## config.mk

```make
export PLATFORM = sky130hd
export DESIGN_NAME = decode_stage_hz
export DESIGN_NICKNAME = d
export VERILOG_FILES = /design/src/rtl/decode_stage_hz.sv
export SDC_FILE = /design/constraint.sdc
export NUM_CORES = 2
export LEC_CHECK = 0
export CELL_PAD_IN_SITES_DETAIL_PLACEMENT = 0
export CELL_PAD_IN_SITES_GLOBAL_PLACEMENT = 1
export CORE_MARGIN = 3
export CORE_UTILIZATION = 55
export DETAILED_ROUTE_END_ITERATION = 7
export HOLD_SLACK_MARGIN = 0.08
export PLACE_DENSITY_LB_ADDON = 0.1
export SYNTH_ARGS = -nofsm -noshare
export SYNTH_HDL_FRONTEND = slang
export SYNTH_SLANG_ARGS = --single-unit
export TNS_END_PERCENT = 5
```

## constraint.sdc

```tcl
create_clock -name clk -period 3.8 [get_ports clk]
set_input_delay 0.76 -clock clk [delete_from_list [all_inputs] [get_ports clk]]
set_output_delay 0.76 -clock clk [all_outputs]
set_load 0.005 [all_outputs]
```

## src/rtl/decode_stage_hz.sv

```systemverilog
// RISC-V decode stage: instruction decoder, register file with optional writeback
// bypass, the D->E pipeline register and load-use hazard detection.
module decode_stage_hz #(
    parameter int XLEN      = 32,
    parameter int RV32E     = 0,
    parameter int WB_BYPASS = 1
) (
    input  logic            clk,
    input  logic            rst,
    input  logic [31:0]     InstrD,
    input  logic [XLEN-1:0] PCD,
    input  logic [XLEN-1:0] PCPlus4D,
    input  logic            ValidD,
    input  logic            RegWriteW,
    input  logic [4:0]      RDW,
    input  logic [XLEN-1:0] ResultW,
    input  logic            FlushE,
    input  logic            HoldE,
    output logic            RegWriteE,
    output logic            ALUSrcE,
    output logic            MemWriteE,
    output logic            ResultSrcE,
    output logic            BranchE,
    output logic            ValidE,
    output logic            IllegalE,
    output logic [2:0]      ALUControlE,
    output logic [XLEN-1:0] RD1_E,
    output logic [XLEN-1:0] RD2_E,
    output logic [XLEN-1:0] Imm_Ext_E,
    output logic [XLEN-1:0] PCE,
    output logic [XLEN-1:0] PCPlus4E,
    output logic [4:0]      RD_E,
    output logic [4:0]      Rs1E,
    output logic [4:0]      Rs2E,
    output logic [4:0]      Rs1D,
    output logic [4:0]      Rs2D,
    output logic            LoadUseStall
);

    localparam int NREGS = (RV32E != 0) ? 16 : 32;
    localparam int AW    = (RV32E != 0) ? 4 : 5;

    localparam logic [6:0] OP_LOAD   = 7'b0000011;
    localparam logic [6:0] OP_STORE  = 7'b0100011;
    localparam logic [6:0] OP_RTYPE  = 7'b0110011;
    localparam logic [6:0] OP_ITYPE  = 7'b0010011;
    localparam logic [6:0] OP_BRANCH = 7'b1100011;
    localparam logic [6:0] OP_LUI    = 7'b0110111;
    localparam logic [6:0] OP_AUIPC  = 7'b0010111;
    localparam logic [6:0] OP_JAL    = 7'b1101111;

    logic [6:0]      w_opcode;
    logic [2:0]      w_funct3;
    logic            w_funct7b5;
    logic [4:0]      w_rd;
    logic            w_regWrite, w_aluSrc, w_memWrite, w_resultSrc, w_branch;
    logic [1:0]      w_immSrc, w_aluOp;
    logic [2:0]      w_aluControl;
    logic [XLEN-1:0] w_immExt;
    logic            w_rs1Used, w_rs2Used, w_rdUsed, w_illegal;
    logic            w_wrEn;
    logic [XLEN-1:0] w_rd1, w_rd2;
    logic            w_capture, w_bubble;

    logic [XLEN-1:0] r_regs [NREGS];

    logic            w_nRegWrite, w_nAluSrc, w_nMemWrite, w_nResultSrc, w_nBranch;
    logic            w_nValid, w_nIllegal;
    logic [2:0]      w_nAluControl;
    logic [XLEN-1:0] w_nRd1, w_nRd2, w_nImm, w_nPc, w_nPc4;
    logic [4:0]      w_nRd, w_nRs1, w_nRs2;

    assign w_opcode   = InstrD[6:0];
    assign w_funct3   = InstrD[14:12];
    assign w_funct7b5 = InstrD[30];
    assign w_rd       = InstrD[11:7];
    assign Rs1D       = InstrD[19:15];
    assign Rs2D       = InstrD[24:20];

    // Main and ALU decoders, same encoding as the original Control_Unit_Top.
    always_comb begin
        w_regWrite   = (w_opcode == OP_LOAD) || (w_opcode == OP_RTYPE) || (w_opcode == OP_ITYPE);
        w_aluSrc     = (w_opcode == OP_LOAD) || (w_opcode == OP_STORE) || (w_opcode == OP_ITYPE);
        w_memWrite   = (w_opcode == OP_STORE);
        w_resultSrc  = (w_opcode == OP_LOAD);
        w_branch     = (w_opcode == OP_BRANCH);
        w_immSrc     = (w_opcode == OP_STORE)  ? 2'b01 :
                       (w_opcode == OP_BRANCH) ? 2'b10 : 2'b00;
        w_aluOp      = (w_opcode == OP_RTYPE)  ? 2'b10 :
                       (w_opcode == OP_BRANCH) ? 2'b01 : 2'b00;
        w_aluControl = 3'b000;
        case (w_aluOp)
            2'b01:   w_aluControl = 3'b001;
            2'b10: begin
                case (w_funct3)
                    3'b000:  w_aluControl = ({w_opcode[5], w_funct7b5} == 2'b11) ? 3'b001 : 3'b000;
                    3'b010:  w_aluControl = 3'b101;
                    3'b110:  w_aluControl = 3'b011;
                    3'b111:  w_aluControl = 3'b010;
                    default: w_aluControl = 3'b000;
                endcase
            end
            default: w_aluControl = 3'b000;
        endcase
    end

    always_comb begin
        w_immExt = '0;
        case (w_immSrc)
            2'b00:   w_immExt = {{(XLEN-12){InstrD[31]}}, InstrD[31:20]};
            2'b01:   w_immExt = {{(XLEN-12){InstrD[31]}}, InstrD[31:25], InstrD[11:7]};
            2'b10:   w_immExt = {{(XLEN-13){InstrD[31]}}, InstrD[31], InstrD[7],
                                 InstrD[30:25], InstrD[11:8], 1'b0};
            default: w_immExt = '0;
        endcase
    end

    // Register indices 16..31 do not exist in the embedded profile.
    assign w_rs1Used = !((w_opcode == OP_LUI) || (w_opcode == OP_AUIPC) || (w_opcode == OP_JAL));
    assign w_rs2Used = (w_opcode == OP_RTYPE) || (w_opcode == OP_STORE) || (w_opcode == OP_BRANCH);
    assign w_rdUsed  = !((w_opcode == OP_STORE) || (w_opcode == OP_BRANCH));
    assign w_illegal = (RV32E != 0) &&
                       ((w_rs1Used && Rs1D[4]) || (w_rs2Used && Rs2D[4]) || (w_rdUsed && w_rd[4]));

    assign w_wrEn = rst && RegWriteW && (RDW != 5'd0) && ((RV32E == 0) || !RDW[4]);

    always_ff @(posedge clk or negedge rst) begin
        if (!rst) begin
            for (int i = 0; i < NREGS; i++) begin
                r_regs[i] <= '0;
            end
        end else if (w_wrEn) begin
            r_regs[RDW[AW-1:0]] <= ResultW;
        end
    end

    // Bypass reuses the write qualifier so a dropped write is never forwarded either.
    always_comb begin
        w_rd1 = '0;
        w_rd2 = '0;
        if ((Rs1D != 5'd0) && ((RV32E == 0) || !Rs1D[4])) begin
            w_rd1 = r_regs[Rs1D[AW-1:0]];
        end
        if ((Rs2D != 5'd0) && ((RV32E == 0) || !Rs2D[4])) begin
            w_rd2 = r_regs[Rs2D[AW-1:0]];
        end
        if ((WB_BYPASS != 0) && w_wrEn) begin
            if (RDW == Rs1D) w_rd1 = ResultW;
            if (RDW == Rs2D) w_rd2 = ResultW;
        end
    end

    assign LoadUseStall = ValidE && ResultSrcE && RegWriteE && (RD_E != 5'd0) && ValidD &&
                          ((w_rs1Used && (RD_E == Rs1D)) || (w_rs2Used && (RD_E == Rs2D)));

    assign w_capture = FlushE || !HoldE;
    assign w_bubble  = FlushE || LoadUseStall || !ValidD;

    always_comb begin
        w_nRegWrite   = 1'b0;
        w_nAluSrc     = 1'b0;
        w_nMemWrite   = 1'b0;
        w_nResultSrc  = 1'b0;
        w_nBranch     = 1'b0;
        w_nValid      = 1'b0;
        w_nIllegal    = 1'b0;
        w_nAluControl = 3'b000;
        w_nRd1        = '0;
        w_nRd2        = '0;
        w_nImm        = '0;
        w_nPc         = '0;
        w_nPc4        = '0;
        w_nRd         = 5'd0;
        w_nRs1        = 5'd0;
        w_nRs2        = 5'd0;
        if (!w_bubble) begin
            w_nRegWrite   = w_regWrite && !w_illegal;
            w_nAluSrc     = w_aluSrc;
            w_nMemWrite   = w_memWrite && !w_illegal;
            w_nResultSrc  = w_resultSrc;
            w_nBranch     = w_branch;
            w_nValid      = 1'b1;
            w_nIllegal    = w_illegal;
            w_nAluControl = w_aluControl;
            w_nRd1        = w_rd1;
            w_nRd2        = w_rd2;
            w_nImm        = w_immExt;
            w_nPc         = PCD;
            w_nPc4        = PCPlus4D;
            w_nRd         = w_rd;
            w_nRs1        = Rs1D;
            w_nRs2        = Rs2D;
        end
    end

    // Hold keeps E unless a flush overrides it; flushes and stalls load the zeroed bubble.
    always_ff @(posedge clk or negedge rst) begin
        if (!rst) begin
            RegWriteE   <= 1'b0;
            ALUSrcE     <= 1'b0;
            MemWriteE   <= 1'b0;
            ResultSrcE  <= 1'b0;
            BranchE     <= 1'b0;
            ValidE      <= 1'b0;
            IllegalE    <= 1'b0;
            ALUControlE <= 3'b000;
            RD1_E       <= '0;
            RD2_E       <= '0;
            Imm_Ext_E   <= '0;
            PCE         <= '0;
            PCPlus4E    <= '0;
            RD_E        <= 5'd0;
            Rs1E        <= 5'd0;
            Rs2E        <= 5'd0;
        end else if (w_capture) begin
            RegWriteE   <= w_nRegWrite;
            ALUSrcE     <= w_nAluSrc;
            MemWriteE   <= w_nMemWrite;
            ResultSrcE  <= w_nResultSrc;
            BranchE     <= w_nBranch;
            ValidE      <= w_nValid;
            IllegalE    <= w_nIllegal;
            ALUControlE <= w_nAluControl;
            RD1_E       <= w_nRd1;
            RD2_E       <= w_nRd2;
            Imm_Ext_E   <= w_nImm;
            PCE         <= w_nPc;
            PCPlus4E    <= w_nPc4;
            RD_E        <= w_nRd;
            Rs1E        <= w_nRs1;
            Rs2E        <= w_nRs2;
        end
    end

endmodule

```

==> results.toml <==
[finish]
layout.nets = 4740
final_area_um2 = 71080
drive_above_1_share = 0.3816
area_delta_synth_final_pct = 16.66

[sta]
max-slew-margin-rel = 0.1339
period_minus_slack_ps = 3672
worstMarginPinSlew_ps = 1295
finalHoldViolations = 0
finalSetupViolCount = 0
clock_skew_ps = 24.53
rsz0062_at_grt = "false"
holdWs_ps = 392.0
slew_violations = 0
period_share = 0.9663
clock.fmax_mhz = 272.3
timing.final.ws_setup_ps = 128.0
totalNegativeSetupSlack_ps = 0

[die]
pin_count = 335
die_height_um = 338.8
core_um2 = 109500
die_area_um2 = 114800
initial_utilization = 0.5566
placementRows = 121
dieWidth_um = 338.8

[routing]
drt-initial-drc-count = 3943
firstDrtPassIters = 5
ant_nets = 0
routed_wl_um = 196600
vias_per_cell = 6.744
remaining_drc_errors = 0
num_vias = 41710
wl_per_cell_um = 31.79

[flow_run]
maxCapViolCount = 0

[power]
powerDensity_nw_per_um2 = 472.2
p_leak_nw = 32.32
peakVddDrop_uv = 461.7
p_total_mw = 33.57

[grt]
first_global_vias = 42330
grt_max_degree = 170
antenna_found_initial = 4
track_usage = 0.3413
overflow = 0
grt_first_pass_wirelength_um = 291400

[placed_design]
dpl.hpwl_um = 118900
dp_slack_ps = -166.8
port-buffer-count = 333
gp_congestion = 0.8301
postPlaceCellArea_um2 = 66450

[clocking]
cts_inserted_buffers = 133
cts_root_buffer = "clkbuf_16"
cts_buffer_depth = 3
htreeDepth = 4
insertion_delay_ps = 760
path_clk_slew_ps = 60
cts.sinks = 1189
cts_tree = "yes"

[synthesis]
yosys_most_used_dff = "dfrtp_1"
synth_top_cell_area_share = 0.4883
synth_edf_count = 0
synthMuxAreaShare = 0.3699
synthCells = 4435
synth_top_family_by_area = "multiplexers"
synth_xor_area_frac = 0.002875
synthDistinctLibCells = 56
synthAdderAreaFrac = 0
synth_area_leaders = "dfrtp_1 (49%), mux2_2 (19%), mux4_2 (9.8%)"
synth.largest_area_cell = "dfrtp_1"
synth-simple-area-share = 0.03072
synth-compound-area-share = 0.07060
syn-cell-area_um2 = 60930
yosys_warnings = 0
syn_avg_cell_area_um2 = 13.74
ys_ff_latch = 1189
seq_area_frac_synth = 0.4883
syn_nets = 4574
async_reset_ff_frac = 1.000

[setup_path]
crit_type = "input pin to primary output"
cp_max_fo = 2
critPathCaptureType = "primary output"
critPathRequiredTime_ps = 3040
start_kind = "input pin"
cp.arrival_ps = 2910

[status]
status = "completed"

[hold_path]
hp-class = "register to register"
## kinds of logic (layout without fill, tap and decap cells)
kind of cell	count (synthesis)	after routing
compound gates	584	584
flops	1189	1189
xor+xnor	20	20
mux	1793	1793
simple gates	324	324
other cells	1	3
buf+inv	524	795
## worst paths after layout
| check | from | end | slack (ps) | cells after the start |
|---|---|---|---|---|
| worst min register to register | r_regs[996]$_DFFE_PN0P_ | r_regs[996]$_DFFE_PN0P_ | 390 | 0 |
| worst max-delay path | InstrD[23] | LoadUseStall | 130 | 6 |
| worst max register to register | RD_E[1]$_DFFE_PN0P_ | RD1_E[8]$_DFFE_PN0P_ | 540 | 8 |
| min in group asynchronous | rst | Rs1E[2]$_DFFE_PN0P_ | 430 | 2 |
| max in group asynchronous | rst | RD_E[0]$_DFFE_PN0P_ | 1270 | 4 |
| worst min-delay path | r_regs[996]$_DFFE_PN0P_ | r_regs[996]$_DFFE_PN0P_ | 390 | 0 |
## cell usage in the layout (no fill, tap or decap), types with 6 or more instances in the layout
cell type and n:
a21oi_1 7, clkbuf_8 37, a211oi_1 31, o21ai_1 9
nand4_1 69, buf_4 162, mux2i_1 503, nand2_1 24
a221o_1 32, inv_6 7, nor2_1 42, nor4bb_4 7
buf_12 56, dfrtp_1 1186, mux4_2 264, a22o_1 88
and2_1 32, a22oi_1 280, o22ai_1 62, bufinv_16 10
nand2_2 13, nor3_1 37, nor2_4 14, xnor2_1 9
clkinv_2 13, o21ai_0 65, mux2_2 1026, clkbuf_16 138
or3_1 31, nand3_1 7, clkdlybuf4s50_1 324, xor2_1 11
and4b_2 6, clkbuf_1 29
## Yosys cell counts, types with 62 or more instances
master and number:
mux2_2 1026, nand4_1 69, a22oi_1 280, o22ai_1 62, mux2i_1 503, o21ai_0 65
mux4_2 264, buf_2 106, dfrtp_1 1189, clkbuf_1 311, a22o_1 88
## where the power goes
group | switching, mW | internal (mW) | total [mW]
Combinational | 2.21 | 2.74 | 4.95
Clock | 5.34 | 8.07 | 13.4
Sequential | 1.08 | 14.1 | 15.2
Total | 8.63 | 24.9 | 33.6
## cell type report
type	count	area (µm²)
fillers	8186	38380
flip-flops and latches	1189	29760
multi-input cells	2722	29220
repair buffers	549	5663
clock buffers	204	4071
well taps	1476	1847
clock inverters	36	498.0
inverters	6	22.52
diodes	2	5.005
## registers in the layout (all words and copies together) (netlist names), 3 cells and up
| register | count |
|---|---|
| r_regs | 1024 |
| PCPlus4E | 32 |
| RD2_E | 32 |
| Imm_Ext_E | 13 |
| Rs1E | 5 |
| PCE | 32 |
| RD_E | 5 |
| Rs2E | 5 |
| ALUControlE | 3 |
| RD1_E | 32 |
## critical path: stages
cell and delay (ps):
clkdlybuf4s50_1 490, xnor2_1 120, nand4_1 250, or3_4 470, o32ai_4 250, clkdlybuf4s50_1 560
## per-layer routing
metal	share of wire	GRT usage	routed length, µm	vias to the layer above
met1	0.42	0.4725	82200	22280
met2	0.47	0.5393	92280	1741
met3	0.075	0.06809	14650	422
met4	0.038	0.1234	7456	2
met5	0.000046	0	9	-
li1	-	-	-	17260
## metrics by stage
step,std cells,util
global placement,5939,0.6071
detailed placement,5939,0.6071
CTS,6183,0.6494
finish,6184,0.6494
global route,6183,0.6493
floorplan,4435,-
## what timing repair did
| item | CTS | global route |
|---|---|---|
| hold buffers | 1 | 0 |
| pin swaps | 2 | 3 |
| endpoints found under the hold margin | 10 | 0 |
| buffers inserted | 3 | 0 |
| resized for setup | 6 | 0 |
| endpoints found under the setup margin | 1 | 1 |
(Power assumes the default switching activity.)
